`src/rtl/sobel_edge_threshold_pkg.sv`:
```
// Shared video constants and types for the Sobel edge-threshold pipeline.
// Edge pixels are white, active non-edge pixels black, blanking is all zero.
package sobel_edge_threshold_pkg;
    localparam int GRAD_W = 8;
    localparam int PIX_W  = 24;

    localparam logic [PIX_W-1:0] YCBCR_WHITE = 24'hFF8080;
    localparam logic [PIX_W-1:0] YCBCR_BLACK = 24'h008080;
    localparam logic [PIX_W-1:0] YCBCR_BLANK = 24'h000000;

    typedef struct packed {
        logic de;
        logic h_sync;
        logic v_sync;
    } sync_t;
endpackage

```
`src/rtl/sobel_edge_threshold_if.sv`:
```
// Video-in / edge-out bundle for sobel_edge_threshold; master is the source
// of gradients and threshold, slave is the edge detector.
interface sobel_edge_threshold_if #(
    parameter int CNT_W = 21
);
    import sobel_edge_threshold_pkg::*;

    logic [PIX_W-1:0] pixel_gx_in;
    logic [PIX_W-1:0] pixel_gy_in;
    logic             de_in;
    logic             h_sync_in;
    logic             v_sync_in;
    logic [7:0]       threshold;

    logic [PIX_W-1:0] pixel_out;
    logic             de_out;
    logic             h_sync_out;
    logic             v_sync_out;
    logic [CNT_W-1:0] edge_count;
    logic             count_valid;

    modport master (
        output pixel_gx_in, pixel_gy_in, de_in, h_sync_in, v_sync_in, threshold,
        input  pixel_out, de_out, h_sync_out, v_sync_out, edge_count, count_valid
    );

    modport slave (
        input  pixel_gx_in, pixel_gy_in, de_in, h_sync_in, v_sync_in, threshold,
        output pixel_out, de_out, h_sync_out, v_sync_out, edge_count, count_valid
    );
endinterface

```
`src/rtl/sobel_edge_threshold_sync_pipe.sv`:
```
// Resettable shift register carrying {de, h_sync, v_sync} alongside the
// datapath; every tap is exposed so later stages can use the aligned de.
module sync_pipe #(
    parameter int W      = 3,
    parameter int STAGES = 3
) (
    input  logic                         clk,
    input  logic                         rst,
    input  logic [W-1:0]                 din,
    output logic [STAGES-1:0][W-1:0]     taps
);
    always_ff @(posedge clk) begin
        if (rst) begin
            taps <= '0;
        end else begin
            taps[0] <= din;
            for (int i = 1; i < STAGES; i++) begin
                taps[i] <= taps[i-1];
            end
        end
    end
endmodule

```
`src/rtl/sobel_edge_threshold.sv`:
```
// Three-stage Sobel magnitude threshold: |Gx|,|Gy| -> sum -> binary pixel,
// plus a per-frame saturating edge counter published on v_sync_out rise.
module sobel_edge_threshold
    import sobel_edge_threshold_pkg::*;
#(
    parameter logic [7:0] THRESH_INIT = 8'd64,
    parameter int         CNT_W       = 21
) (
    input  logic                  clk,
    input  logic                  rst,
    sobel_edge_threshold_if.slave vif
);
    localparam int STAGES = 3;
    localparam int SYNC_W = $bits(sync_t);

    // -128 has no positive 8-bit signed image, but fits as unsigned 128
    function automatic logic [GRAD_W-1:0] abs_grad(input logic signed [GRAD_W-1:0] g);
        logic [GRAD_W-1:0] u;
        u = g;
        return g[GRAD_W-1] ? (~u + GRAD_W'(1)) : u;
    endfunction

    function automatic logic [CNT_W-1:0] sat_inc(input logic [CNT_W-1:0] c, input logic en);
        if (en && (c != {CNT_W{1'b1}})) begin
            return c + CNT_W'(1);
        end
        return c;
    endfunction

    logic signed [GRAD_W-1:0]     gx_p0, gy_p0;
    sync_t                        sync_p0, sync_p2, sync_p3;
    logic [STAGES-1:0][SYNC_W-1:0] sync_taps;

    logic [GRAD_W-1:0] abs_gx_p1, abs_gy_p1;
    logic [15:0]       cbcr_p1, cbcr_p2;
    logic [GRAD_W:0]   mag_p2;
    logic [PIX_W-1:0]  pixel_p3;
    logic              edge_p3;

    logic              edge_d;
    logic [PIX_W-1:0]  pixel_d;

    logic [7:0]        thr_q;
    logic [CNT_W-1:0]  cnt_q, edge_count_q;
    logic              count_valid_q, vs_prev_q, vs_rise;
    logic              unused_bits;

    assign gx_p0   = vif.pixel_gx_in[23:16];
    assign gy_p0   = vif.pixel_gy_in[23:16];
    assign sync_p0 = '{de: vif.de_in, h_sync: vif.h_sync_in, v_sync: vif.v_sync_in};

    sync_pipe #(
        .W      (SYNC_W),
        .STAGES (STAGES)
    ) u_sync_pipe (
        .clk  (clk),
        .rst  (rst),
        .din  (sync_p0),
        .taps (sync_taps)
    );

    assign sync_p2 = sync_taps[1];
    assign sync_p3 = sync_taps[2];

    // Stage 1: absolute gradients
    always_ff @(posedge clk) begin
        if (rst) begin
            abs_gx_p1 <= '0;
            abs_gy_p1 <= '0;
            cbcr_p1   <= '0;
        end else begin
            abs_gx_p1 <= abs_grad(gx_p0);
            abs_gy_p1 <= abs_grad(gy_p0);
            cbcr_p1   <= vif.pixel_gx_in[15:0];
        end
    end

    // Stage 2: L1 magnitude, 9 bits so 128+128 does not wrap
    always_ff @(posedge clk) begin
        if (rst) begin
            mag_p2  <= '0;
            cbcr_p2 <= '0;
        end else begin
            mag_p2  <= {1'b0, abs_gx_p1} + {1'b0, abs_gy_p1};
            cbcr_p2 <= cbcr_p1;
        end
    end

    // Stage 3: threshold against the frame-latched threshold
    always_comb begin
        edge_d  = sync_p2.de && (mag_p2 > {1'b0, thr_q});
        pixel_d = YCBCR_BLANK;
        if (edge_d) begin
            pixel_d = YCBCR_WHITE;
        end else if (sync_p2.de) begin
            pixel_d = YCBCR_BLACK;
        end
    end

    always_ff @(posedge clk) begin
        if (rst) begin
            pixel_p3 <= '0;
            edge_p3  <= 1'b0;
        end else begin
            pixel_p3 <= pixel_d;
            edge_p3  <= edge_d;
        end
    end

    // An edge on the rising cycle belongs to the frame being closed
    assign vs_rise = sync_p3.v_sync && !vs_prev_q;

    always_ff @(posedge clk) begin
        if (rst) begin
            vs_prev_q     <= 1'b0;
            thr_q         <= THRESH_INIT;
            cnt_q         <= '0;
            edge_count_q  <= '0;
            count_valid_q <= 1'b0;
        end else begin
            vs_prev_q <= sync_p3.v_sync;
            if (vs_rise) begin
                thr_q         <= vif.threshold;
                edge_count_q  <= sat_inc(cnt_q, edge_p3);
                cnt_q         <= '0;
                count_valid_q <= 1'b1;
            end else begin
                cnt_q         <= sat_inc(cnt_q, edge_p3);
                count_valid_q <= 1'b0;
            end
        end
    end

    assign vif.pixel_out   = pixel_p3;
    assign vif.de_out      = sync_p3.de;
    assign vif.h_sync_out  = sync_p3.h_sync;
    assign vif.v_sync_out  = sync_p3.v_sync;
    assign vif.edge_count  = edge_count_q;
    assign vif.count_valid = count_valid_q;

    // CbCr travels with the pixel but the binary output uses fixed chroma
    assign unused_bits = ^{cbcr_p2, vif.pixel_gy_in[15:0]};
endmodule

```
`src/flat_wrapper.sv`:
```
// flat-port wrapper written by rule: the top's interface ports become plain ports
module sobel_edge_threshold_flat import sobel_edge_threshold_pkg::*;
#(
    parameter logic [7:0] THRESH_INIT = 8'd64,
    parameter int         CNT_W       = 21
)
  (clk, rst, vif_pixel_gx_in, vif_pixel_gy_in, vif_de_in, vif_h_sync_in, vif_v_sync_in, vif_threshold, vif_pixel_out, vif_de_out, vif_h_sync_out, vif_v_sync_out, vif_edge_count, vif_count_valid);
  sobel_edge_threshold_if #(.CNT_W(CNT_W)) vif_i ();
  input  logic clk;
  input  logic rst;
  input wire logic [$bits(vif_i.pixel_gx_in)-1:0] vif_pixel_gx_in;
  input wire logic [$bits(vif_i.pixel_gy_in)-1:0] vif_pixel_gy_in;
  input wire logic [$bits(vif_i.de_in)-1:0] vif_de_in;
  input wire logic [$bits(vif_i.h_sync_in)-1:0] vif_h_sync_in;
  input wire logic [$bits(vif_i.v_sync_in)-1:0] vif_v_sync_in;
  input wire logic [$bits(vif_i.threshold)-1:0] vif_threshold;
  output wire logic [$bits(vif_i.pixel_out)-1:0] vif_pixel_out;
  output wire logic [$bits(vif_i.de_out)-1:0] vif_de_out;
  output wire logic [$bits(vif_i.h_sync_out)-1:0] vif_h_sync_out;
  output wire logic [$bits(vif_i.v_sync_out)-1:0] vif_v_sync_out;
  output wire logic [$bits(vif_i.edge_count)-1:0] vif_edge_count;
  output wire logic [$bits(vif_i.count_valid)-1:0] vif_count_valid;
  assign vif_i.pixel_gx_in = vif_pixel_gx_in;
  assign vif_i.pixel_gy_in = vif_pixel_gy_in;
  assign vif_i.de_in = vif_de_in;
  assign vif_i.h_sync_in = vif_h_sync_in;
  assign vif_i.v_sync_in = vif_v_sync_in;
  assign vif_i.threshold = vif_threshold;
  assign vif_pixel_out = vif_i.pixel_out;
  assign vif_de_out = vif_i.de_out;
  assign vif_h_sync_out = vif_i.h_sync_out;
  assign vif_v_sync_out = vif_i.v_sync_out;
  assign vif_edge_count = vif_i.edge_count;
  assign vif_count_valid = vif_i.count_valid;
  sobel_edge_threshold #(.THRESH_INIT(THRESH_INIT), .CNT_W(CNT_W)) u_core (.clk(clk), .rst(rst), .vif(vif_i));
endmodule
```
`config.mk`:
```
export PLATFORM = sky130hd
export DESIGN_NAME = sobel_edge_threshold_flat
export DESIGN_NICKNAME = d
export VERILOG_FILES = /design/src/rtl/sobel_edge_threshold_pkg.sv /design/src/rtl/sobel_edge_threshold_if.sv /design/src/rtl/sobel_edge_threshold_sync_pipe.sv /design/src/rtl/sobel_edge_threshold.sv /design/src/flat_wrapper.sv
export SDC_FILE = /design/constraint.sdc
export NUM_CORES = 1
export LEC_CHECK = 0
export ABC_AREA = 1
export ABC_CLOCK_PERIOD_IN_PS = 1500
export BUFFER_PORTS_ARGS = -buffer_cell sky130_fd_sc_hd__buf_2
export CAP_MARGIN = 20
export CORE_MARGIN = 4
export CORE_UTILIZATION = 40
export DETAILED_ROUTE_END_ITERATION = 16
export GPL_TIMING_DRIVEN = 0
export PLACE_DENSITY = 0.72
export SYNTH_ARGS = -nofsm -noshare
export SYNTH_HDL_FRONTEND = slang
export SYNTH_SLANG_ARGS = --single-unit
```
`constraint.sdc`:
```
create_clock -name clk -period 1.5 [get_ports clk]
set_input_delay 0.15 -clock clk [delete_from_list [all_inputs] [get_ports clk]]
set_output_delay 0.15 -clock clk [all_outputs]
set_load 0.005 [all_outputs]
```
# Word level (Yosys, flattened, before mapping)
# Cells that the tools add are included.
# totals
in_bits	61
register_bits	111
elab_cells	46
output_inout_bits	49
# op_classes
n_reduce_logical	8
n_mux	12
eq_ne	1
magnitude_cmp	1
add_sub_neg	4
bitwise_logic	4
# ops
cell	count
$mux 21	2
$mux 24	1
$add 21x1->21 const B	1
$ne 21x21->1 const B	1
$add 8x1->8 const B	2
$mux 16	1
$not 8->8	2
$mux 7	2
$add 8x8->9	1
$gt 9x8->1	1
$reduce_or 2->1	4
$mux 1	6
$logic_and 1x1->1	3
$not 1->1	2
$logic_not 1->1	1

# Depth between registers and ports, before layout
# Gate-level depths: netlist (run 1).
# logic_depth
depth_word	6
ltp_mapped	12

# Hierarchy
# Synthesis (run 1) repeated with hierarchy kept, for this count alone.
# hier_totals
cells_unflattened	582
hier_area_um2	4194.0
# by_module_without_submodules
module	instances	cells_each	area_per_inst_um2
sobel_edge_threshold	1	554	3935.0
sync_pipe	1	28	259.0

# Worst setup path before layout (run 1)
# OpenSTA, ideal clock, no wires.
# synth_path
kind	register to register
from	register u_core.cnt_q[0]
to	register u_core.edge_count_q[14], in the netlist u_core.vif.edge_count[14]
path_stages_with_launch	11
path_slack_ns	-0.030
arrival_ns	1.417
setup_ns	0.113
n_path_buf	1
path_cell_list	dfxtp_1 ha_1 inv_1 nor2_4 nand2_2 nor2_4 nand2_4 buf_6 a21o_1 nand3_1 nand2_1
# synth_via
elab_chain_cells	6
word_cells_on_any_way	8
# synth_rtl
item	line	source
start, declared	sobel_edge_threshold.sv:44	logic [CNT_W-1:0] cnt_q, edge_count_q;
start signal, assigned	sobel_edge_threshold.sv:128	cnt_q <= sat_inc(cnt_q, edge_p3);
branches (longest 5 deep; another with $add 21x1->21)	-	
$mux 21 *	sobel_edge_threshold.sv:27	return c;
end signal, assigned	sobel_edge_threshold.sv:124	edge_count_q <= sat_inc(cnt_q, edge_p3);
end, declared	sobel_edge_threshold.sv:44	
# Every way passes the cells marked *. The select of a mux whose other input is x is not followed.
# A chain may end at the register's enable or synchronous reset.

# Final worst setup path (run 1)
# Ends and elaborated chain as after synthesis.

==> results of run 1 <==
==> placed cells by master (no fill, tap or decap), types with 2 or more instances in the layout <==
cell type / synthesis / routed
nand2_1: 149 / 138
dfxtp_1: 88 / 72
inv_1: 71 / 69
buf_2: 1 / 63
nor2_1: 61 / 54
a21oi_1: 37 / 37
buf_4: 24 / 34
nand3_1: 31 / 26
o21ai_0: 24 / 23
nand2_2: 6 / 16
ha_1: 19 / 16
conb_1: 1 / 14
dfxtp_2: 0 / 14
dlygate4sd3_1: 0 / 12
nor2_4: 4 / 9
clkbuf_8: 0 / 9
nor2_2: 4 / 6
nand4_1: 6 / 6
nand3_2: 0 / 5
xnor2_1: 5 / 5
nor3_1: 5 / 5
clkbuf_2: 0 / 4
a21o_1: 4 / 4
o21ai_1: 5 / 4
inv_2: 1 / 3
clkbuf_1: 7 / 3
clkinv_2: 0 / 2
nand3b_1: 2 / 2
a31oi_1: 3 / 2
o21ai_2: 0 / 2
buf_6: 1 / 2
ha_2: 0 / 2
inv_6: 0 / 2
clkinv_4: 0 / 2
dfxtp_4: 0 / 2
==> where the power goes <==
part / internal [mW] / switching (mW) / total [mW] / leakage (nW)
Combinational: 0.214 / 0.275 / 0.489 / 1.76
Clock: 0.785 / 0.873 / 1.66 / 0.100
Sequential: 2.40 / 0.0254 / 2.43 / 0.726
==> metrics by stage <==
| step | cells | power (mW) | util (%) |
|---|---|---|---|
| global route | 817 | 4.761 | 53.11 |
| detailed placement | 778 | 2.917 | 47.16 |
| floorplan | 582 | 2.782 | - |
| global placement | 778 | 2.901 | 47.16 |
| CTS | 813 | 4.594 | 51.60 |
| finish | 817 | 4.572 | 53.11 |
==> state kept, by name (all words and copies together), names as in the netlist <==
| name | count |
|---|---|
| u_core.cnt_q | 21 |
| u_core.vif.pixel_out | 2 |
| u_core.thr_q | 8 |
| u_core.abs_gx_p1 | 8 |
| u_core.vs_prev_q | 1 |
| u_core.vif.edge_count | 21 |
| u_core.u_sync_pipe.taps | 9 |
| u_core.abs_gy_p1 | 8 |
| u_core.mag_p2 | 9 |
| u_core.vif.count_valid | 1 |
==> area by class of cell <==
class	count	area [um^2]	share of cell area (%)
sequential	88	1787	33.95
tap	133	166.4	3.162
inverter	73	275.3	5.231
multi-input combinational	388	2081	39.54
timing repair buffer	86	521.8	9.914
clock buffer	9	123.9	2.354
clock inverter	7	77.57	1.474
buffer	33	230.2	4.375
==> kinds of logic after synthesis <==
| kind of cell | synth area share, % |
|---|---|
| and+or+nand+nor | 27.68 |
| buffers and inverters | 12.00 |
| DFF | 42.55 |
| AOI/OAI and AO/OA | 9.973 |
| adders and majority gates | 6.226 |
| xor gates and xnor gates | 1.481 |
| other | 0.09057 |
==> routing by layer <==
layer | share of wire (%) | GRT usage (%) | wire length (um) | vias up
met5 | 0.072 | 0 | 7 | -
met3 | 6.4 | 4.463 | 621 | 12
met1 | 42 | 18.94 | 4064 | 1707
met2 | 50 | 29.47 | 4895 | 100
met4 | 1.4 | 5.343 | 138 | 2
li1 | - | - | - | 1980
==> worst max-delay path, delay by kind of cell (launching register included) <==
kind	cells	cell delay, ns
fa+ha+maj	1	0.14
buf+inv	2	0.19
flops	1	0.37
compound gates	1	0.17
simple gates	6	0.57
==> how the worst max path moves through the flow <==
stage / cells past startpoint / from / end
after floorplan: 10 / u_core.cnt_q[0] / u_core.vif.edge_count[14]
after global placement: 10 / u_core.cnt_q[0] / u_core.vif.edge_count[6]
after detailed placement: 10 / u_core.cnt_q[0] / u_core.vif.edge_count[13]
after CTS: 10 / u_core.cnt_q[0] / u_core.vif.edge_count[14]
after global routing: 9 / u_core.cnt_q[9] / u_core.cnt_q[14]
final: 10 / u_core.cnt_q[0] / u_core.vif.edge_count[14]
==> repair_timing <==
item | CTS | global route
hold endpoints to repair | 12 | 0
pin swaps | 5 | 11
buffers inserted | 6 | 4
resized for setup | 26 | 44
hold buffers | 12 | 0
endpoints found under the setup margin | 50 | 51
cloned | 1 | 0
==> flow_summary.yaml, run 1 <==
global_routing:
  grt_pass1_wl_mm: 15.68
  grt_usage_pct: 16.47
  grt_overflow_total: 0
  antenna_found_initial: 1
  grt_pass1_vias: 3569
  grt_max_degree: 17
sta:
  min_period_ns: 1.514
  setup_tns_ns: -0.04887
  grt_setup_unrepaired: "true"
  whs_ns: 0.02402
  finalMaxSlewViolations: 0
  period_share_pct: 101.0
  fmax_ghz: 0.6604
  hold_viol_final: 0
  worst_slack_ns: -0.01426
  clock_skew_ns: 0.01154
  slew_headroom_pct: 65.88
  setup_viol: 4
  tightest_slew_ns: 0.5117
pwr:
  ir_drop_uv: 518.0
  p_leak_nw: 2.586
  power.density_mw_per_mm2: 868.9
floorplanning:
  die-height_um: 109.7
  die_x_um: 109.7
  row_count: 36
  initial_core_util_pct: 41.78
  core_mm2: 0.009910
  dieArea_mm2: 0.01204
  io_pins: 110
layout:
  final.fill_count: 976
  antenna_cells: 0
  layout.nets: 760
  layout-drive-gt1-share_pct: 27.34
  final_area_mm2: 0.005263
  syn_to_final_growth_pct: 27.11
hold_path:
  whs_path_depth: 3
  hp-class: "input pin to flip-flop"
  min_to: "u_core.thr_q[3]"
  hold_start: "vif_threshold[3]"
critical_path:
  cp-start-kind: "flip-flop"
  rrSetupSlack_ns: -0.01
  cp_cell_sequence: "ha_4 > inv_2 > nor2_4 > nand2_2 > nor2_4 > nand2_4 > buf_6 > a21o_1 > nand3_2 > nand2_1"
  r2r_start: "u_core.cnt_q[0]"
  end_kind: "flip-flop"
  setup.worst_path.class: "flip-flop to flip-flop"
  reg2reg_depth: 10
  arrival_ns: 1.77
  cp.required_ns: 1.75
  critPathMaxFanout: 6
  max_stage_delay_ns: 0.37
  r2r-end: "u_core.vif.edge_count[14]"
  cpMostUsedCell: "nor2_4"
  critical_path.slowest_cell: "dfxtp_4"
synth:
  synthTopCellsByArea: "dfxtp_1 (43%), nand2_1 (14%), inv_1 (6.4%), ha_1 (5.7%), nor2_1 (5.5%)"
  async_flop_share_pct: 0
  yosys_warnings: 0
  netlist_area_mm2: 0.004140
  ys_types: 33
  synth_area_leader_cell: "dfxtp_1"
  synth.most_common_cell: "nand2_1"
  synth_seq_cells: 88
  avgSynthCellArea_um2: 7.276
  ys_top_cells_by_count: "nand2_1 (149), dfxtp_1 (88), inv_1 (71)"
  synth.top_cell.area_share_pct: 42.55
  synthFlopType: "dfxtp_1"
  synth-seq-area-share_pct: 42.55
  synth_edf_count: 0
  synth_cells: 569
route:
  drtPass1Iterations: 4
  num_vias: 3801
  drtIter0Drc: 145
  drc: 0
  avgViaCountPerCell: 4.652
  finalWirelength_mm: 9.726
  ant_nets: 0
  wl_per_cell_um: 11.90
clocking:
  cts_tree: "built"
  cts.sinks: 88
  clk_path_buf_depth: 2
  clk_pin_slew_ns: 0.09
  clock_latency_ns: 0.35
  cts_max_level: 3
  numCtsBuffers: 9
  clockRootBuffer: "clkbuf_8"
outcome:
  outcome: "complete, but fails checks"
  violations: "negative setup slack"
placed_design:
  placed_area_mm2: 0.004673
  place_ws_ns: -0.3484
  post-dp-hpwl_mm: 7.094
  gp_congestion: 0.9267
  port_buffers: 63
flow_run:
  cap_violations: 0
Note: power is estimated with default switching activity, not from simulation.
==> run 2, diff against run 1 <==
--- a/config.mk
+++ b/config.mk
@@ -10,10 +10,10 @@
 export BUFFER_PORTS_ARGS = -buffer_cell sky130_fd_sc_hd__buf_2
 export CAP_MARGIN = 20
 export CORE_MARGIN = 4
-export CORE_UTILIZATION = 40
+export CORE_UTILIZATION = 48
 export DETAILED_ROUTE_END_ITERATION = 16
 export GPL_TIMING_DRIVEN = 0
-export PLACE_DENSITY = 0.72
+export PLACE_DENSITY = 0.83
 export SYNTH_ARGS = -nofsm -noshare
 export SYNTH_HDL_FRONTEND = slang
 export SYNTH_SLANG_ARGS = --single-unit
==> run 2 against run 1 <==
  * First-iteration DRC count decreased by 2.8%
  * Via count increased by 4.8%
  * Worst hold slack got worse by 0.016 ns
  * Sequential power about the same
  * Sequential share of layout area increased by 0.37 points
  * The run still ends with negative setup slack left
  * Critical endpoint is now u_core.cnt_q[14]
  * Fmax decreased by 4.0%
  * Clock skew increased by 0.0035 ns
  * Die area decreased by 15%
  * Design area decreased by 0.88%
==> flow_summary.yaml, run 2 (same netlist as run 1, synthesis figures left out) <==
outcome:
  outcome: "complete, but fails checks"
  violations: "negative setup slack"
global_routing:
  grt_overflow_total: 0
  grt_pass1_vias: 3668
  grt_pass1_wl_mm: 16.21
  grt_max_degree: 18
  grt_usage_pct: 19.97
  antenna_found_initial: 0
floorplanning:
  io_pins: 110
  die_x_um: 100.9
  die-height_um: 100.9
  core_mm2: 0.008299
  dieArea_mm2: 0.01018
  row_count: 33
  initial_core_util_pct: 49.89
pwr:
  p_int_mw: 3.258
  power.density_mw_per_mm2: 865.4
  p_sw_share_pct: 27.84
  power_switching_mw: 1.257
  ir_drop_uv: 747.2
  clkPwrFrac_pct: 35.1
  power_frac_seq_pct: 53.7
  p_comb_share_pct: 11.2
  p_leak_nw: 2.589
critical_path:
  cpMostUsedCell: "nand2_1"
  critical_path.slowest_cell: "dfxtp_2"
  critPathMaxFanout: 7
  cp.required_ns: 1.75
  arrival_ns: 1.83
  cp-start-kind: "flip-flop"
  rrSetupSlack_ns: -0.08
  cp_cell_sequence: "nand2_1 > nor2_2 > nand2_1 > nor2_4 > nand2_4 > buf_6 > a21o_1 > nand2_1 > nor2_1"
  setup.worst_path.class: "flip-flop to flip-flop"
  max_stage_delay_ns: 0.37
  end_kind: "flip-flop"
sta:
  period_share_pct: 105.2
  setup_tns_ns: -0.3126
  min_period_ns: 1.578
  tightest_slew_ns: 0.5333
  whs_ns: 0.008356
  hold_viol_final: 0
  setup_viol: 12
  fmax_ghz: 0.6338
  worst_slack_ns: -0.07774
  slew_headroom_pct: 64.45
  grt_setup_unrepaired: "true"
  clock_skew_ns: 0.01506
  finalMaxSlewViolations: 0
route:
  wl_per_cell_um: 13.09
  drtPass1Iterations: 5
  avgViaCountPerCell: 5.043
  ant_nets: 0
  finalWirelength_mm: 10.34
  num_vias: 3984
  drtIter0Drc: 141
  drc: 0
placed_design:
  post-dp-hpwl_mm: 7.227
  placed_area_mm2: 0.004638
  dp.cells: 750
  port_buffers: 63
  gp_congestion: 0.9203
layout:
  antenna_cells: 0
  fin_cells: 790
  seq_area_mm2: 0.001790
  multiInputGateArea_mm2: 0.002079
  final_core_util_pct: 62.85
  layout-drive-gt1-share_pct: 28.03
  syn_to_final_growth_pct: 25.99
  final_common_cell: "nand2_1"
  final_area_mm2: 0.005216
  layout.nets: 761
  final.fill_count: 700
  final_cell_mix: "nand2_1 (137), dfxtp_1 (71), inv_1 (68)"
clocking:
  cts_tree: "built"
  clockRootBuffer: "clkbuf_8"
  clk_pin_slew_ns: 0.10
  cts_max_level: 3
  cts.sinks: 88
  numCtsBuffers: 9
  clk_path_buf_depth: 2
  clock_latency_ns: 0.38
flow_run:
  cap_violations: 0
hold_path:
  hp-class: "input pin to flip-flop"
-- run 2: cell count changes in the layout (fill, tap and decap cells not counted), moves of 2 or more --
cell,delta
buf_4,+4
a21oi_1,-2
a21oi_2,+2
inv_8,+2
o21ai_1,+2
-- run 2: worst paths after layout --
kind / from / endpoint / cells after the start
min reg2reg: u_core.u_sync_pipe.taps[3] / u_core.u_sync_pipe.taps[6] / 2
max: u_core.cnt_q[15] / u_core.cnt_q[14] / 9
max reg2reg: u_core.cnt_q[15] / u_core.cnt_q[14] / 9
min: vif_threshold[4] / u_core.thr_q[4] / 3
-- run 2: power groups by stage --
stage	Clock [mW]	Sequential (mW)	Combinational (mW)
global placement	0	2.48	0.412
detailed placement	0	2.48	0.436
CTS	1.60	2.43	0.468
global route	1.69	2.43	0.566
finish	1.58	2.43	0.505
floorplan	0	2.48	0.305
-- run 2: cell type report --
type	count	share of cell area (%)
Buffer	33	4.414
Clock buffer	9	2.375
Clock inverter	7	1.199
Inverter	73	5.277
Multi-Input combinational cell	388	39.87
Sequential cell	88	34.32
Tap cell	105	2.519
Timing Repair Buffer	87	10.03
-- run 2: stage by stage --
step           setup slack, ns  power (mW)
2_1_floorplan          0.01471       2.782
3_3_place_gp           -0.2408       2.895
3_5_place_dp           -0.2998       2.921
4_1_cts               -0.02687       4.498
5_1_grt                -0.1569       4.690
6_report              -0.07774       4.514
-- run 2: critical path, delay by kind of cell, from the launching register on --
kind / cells / cell delay (ns)
DFF: 1 / 0.37
AOI/OAI and AO/OA: 1 / 0.17
buffers and inverters: 1 / 0.15
and+or+nand+nor: 7 / 0.74
-- run 2: timing repair --
| action | 4_1_cts | 5_1_grt |
|---|---|---|
| hold buffers | 11 | 0 |
| gates resized for setup | 24 | 51 |
| endpoints found under the setup margin | 46 | 52 |
| pin swaps | 5 | 11 |
| setup buffers | 4 | 8 |
| endpoints found under the hold margin | 11 | 0 |
| cloned | 1 | 0 |
-- run 2: metal layers --
metal,GRT usage (%),wire length (um)
met5,0,0
met4,7.668,240
met3,5.813,692
met2,35.09,5370
met1,22.70,4041
==> run 3, diff against run 2 <==
--- a/config.mk
+++ b/config.mk
@@ -8,12 +8,13 @@
 export ABC_AREA = 1
 export ABC_CLOCK_PERIOD_IN_PS = 1500
 export BUFFER_PORTS_ARGS = -buffer_cell sky130_fd_sc_hd__buf_2
-export CAP_MARGIN = 20
+export CAP_MARGIN = 15
 export CORE_MARGIN = 4
 export CORE_UTILIZATION = 48
 export DETAILED_ROUTE_END_ITERATION = 16
 export GPL_TIMING_DRIVEN = 0
 export PLACE_DENSITY = 0.83
+export SLEW_MARGIN = 15
 export SYNTH_ARGS = -nofsm -noshare
 export SYNTH_HDL_FRONTEND = slang
 export SYNTH_SLANG_ARGS = --single-unit
==> constraint.sdc (replaced) <==
create_clock -name clk -period 1.5 [get_ports clk]
set_input_delay 0.15 -clock clk [delete_from_list [all_inputs] [get_ports clk]]
set_output_delay 0.15 -clock clk [all_outputs]
set_load 0.05 [all_outputs]
==> run 3 against run 2 <==
  * The run still ends with negative setup slack left
  * Combinational power rose by 18%
  * Clock power rose by 13%
  * Global-route usage fell by 0.38 points
  * First-iteration DRC count rose by 19%
  * Critical path depth fell by 1
  * Design area rose by 0.36%
  * Setup slack improved by 0.036 ns
  * Clock-buffer cell count rose by 2
  * Cell count fell by 0.25%
==> flow_summary.yaml, run 3 (same netlist as run 1, synthesis figures left out) <==
sta:
  setup_tns_ns: -0.06918
  min_period_ns: 1.541
  hold_viol_final: 0
  slew_headroom_pct: 64.77
  grt_setup_unrepaired: "true"
  period_share_pct: 102.8
  worst_slack_ns: -0.04145
  finalMaxSlewViolations: 0
  setup_viol: 5
  clock_skew_ns: 0.01006
  tightest_slew_ns: 0.5285
  fmax_ghz: 0.6487
critical_path:
  r2r_start: "u_core.cnt_q[0]"
  cp_cell_sequence: "ha_4 > inv_2 > nor2_4 > nand2_1 > nor2_2 > nand2_1 > xor2_2 > o21ai_0"
  r2r-end: "u_core.vif.edge_count[12]"
  max_stage_delay_ns: 0.37
  cp.required_ns: 1.79
  setup.worst_path.class: "flip-flop to flip-flop"
  end_kind: "flip-flop"
  cp_top_family: "simple AND/OR/NAND/NOR gates"
  critPathMaxFanout: 5
  cpMostUsedCell: "nand2_1"
  arrival_ns: 1.83
  worst-path-buf-inv: 1
  reg2reg_depth: 8
  cp-start-kind: "flip-flop"
  critical_path.slowest_cell: "dfxtp_4"
  rrSetupSlack_ns: -0.04
floorplanning:
  initial_core_util_pct: 49.89
  row_count: 33
  io_pins: 110
  die-height_um: 100.9
  dieArea_mm2: 0.01018
  die_x_um: 100.9
  core_mm2: 0.008299
hold_path:
  min_to: "u_core.thr_q[1]"
  hold_start: "vif_threshold[1]"
  whs_path_depth: 3
  hp-class: "input pin to flip-flop"
layout:
  final_cell_mix: "nand2_1 (143), inv_1 (68), dfxtp_1 (67)"
  multiInputGateArea_mm2: 0.002078
  layout-drive-gt1-share_pct: 27.53
  antenna_cells: 0
  syn_to_final_growth_pct: 26.44
  final_area_mm2: 0.005235
  seq_area_mm2: 0.001803
  layout.nets: 759
  final_common_cell: "nand2_1"
  final.fill_count: 685
clocking:
  cts_max_level: 3
  numCtsBuffers: 9
  clk_path_buf_depth: 2
  clk_pin_slew_ns: 0.08
  clockRootBuffer: "clkbuf_8"
  cts.sinks: 88
  clock_latency_ns: 0.37
  cts_tree: "built"
placed_design:
  port_buffers: 63
  post-dp-hpwl_mm: 7.110
  gp_congestion: 0.9412
  placed_area_mm2: 0.004639
pwr:
  power.density_mw_per_mm2: 916.6
  p_leak_nw: 2.588
  ir_drop_uv: 516.7
  fin_total_pwr_mw: 4.798
global_routing:
  grt_max_degree: 15
  antenna_found_initial: 0
  grt_overflow_total: 0
  grt_pass1_wl_mm: 15.90
  grt_usage_pct: 19.59
  grt_pass1_vias: 3699
outcome:
  violations: "negative setup slack"
  outcome: "complete, but fails checks"
route:
  drtPass1Iterations: 4
  wl_per_cell_um: 12.85
  drtIter0Drc: 168
  num_vias: 3917
  drc: 0
  finalWirelength_mm: 10.12
  ant_nets: 0
  avgViaCountPerCell: 4.971
flow_run:
  cap_violations: 0
==> run 3: stage by stage <==
stage / std cells / worst slack, ns / hold slack [ns] / util [%]
2_1_floorplan: 582 / 0.01463 / 0.2396 / -
3_3_place_gp: 750 / -0.2803 / 0.3514 / 55.90
3_5_place_dp: 750 / -0.3113 / 0.3550 / 55.90
4_1_cts: 782 / -0.005794 / 0.0001866 / 61.03
5_1_grt: 788 / -0.1095 / 0.01705 / 63.08
6_report: 788 / -0.04145 / 0.01282 / 63.08
==> run 3: layout make-up <==
cell class / count / area share, %
plain buffers: 33 / 4.374
clock buffers: 11 / 2.510
clock inverters: 5 / 1.554
inverters: 73 / 5.258
multi-input cells: 388 / 39.70
flip-flops and latches: 88 / 34.44
well taps: 105 / 2.510
repair buffers: 85 / 9.656
==> run 3: worst min-delay path, cell delays in order <==
cell	delay [ns]
buf_2	0.08
nand2_1	0.04
o21ai_0	0.06
==> run 3: worst max path at each step <==
stage / startpoint / to / slack (ns) / cells past startpoint
final: u_core.cnt_q[0] / u_core.vif.edge_count[12] / -0.04 / 8
after global routing: u_core.cnt_q[0] / u_core.vif.edge_count[12] / -0.11 / 8
after CTS: u_core.cnt_q[0] / u_core.vif.edge_count[14] / -0.006 / 10
after detailed placement: u_core.cnt_q[0] / u_core.vif.edge_count[6] / -0.31 / 10
after global placement: u_core.cnt_q[0] / u_core.vif.edge_count[6] / -0.28 / 10
after floorplan: u_core.cnt_q[0] / u_core.vif.edge_count[14] / 0.01 / 10
==> run 3: layer usage <==
layer | global-route usage [%] | up-vias | part of all wire [%]
met5 | 0 | - | 0
met4 | 9.016 | 0 | 1.9
met3 | 5.121 | 24 | 6.3
met2 | 35.04 | 131 | 53
met1 | 21.50 | 1782 | 39
li1 | - | 1980 | -
==> run 3: repair_timing <==
item / 4_1_cts / 5_1_grt
gates resized for setup: 24 / 50
pin swaps: 6 / 10
cloned: 1 / 0
endpoints found under the setup margin: 52 / 52
setup buffers: 4 / 6
hold endpoints to repair: 11 / 0
hold buffers: 11 / 0
==> run 3: power breakdown <==
part | total [mW] | switching, mW | internal, mW
clock | 1.78 | 0.843 | 0.940
sequential | 2.42 | 0.0264 | 2.39
combinational | 0.596 | 0.381 | 0.215
total | 4.80 | 1.25 | 3.55
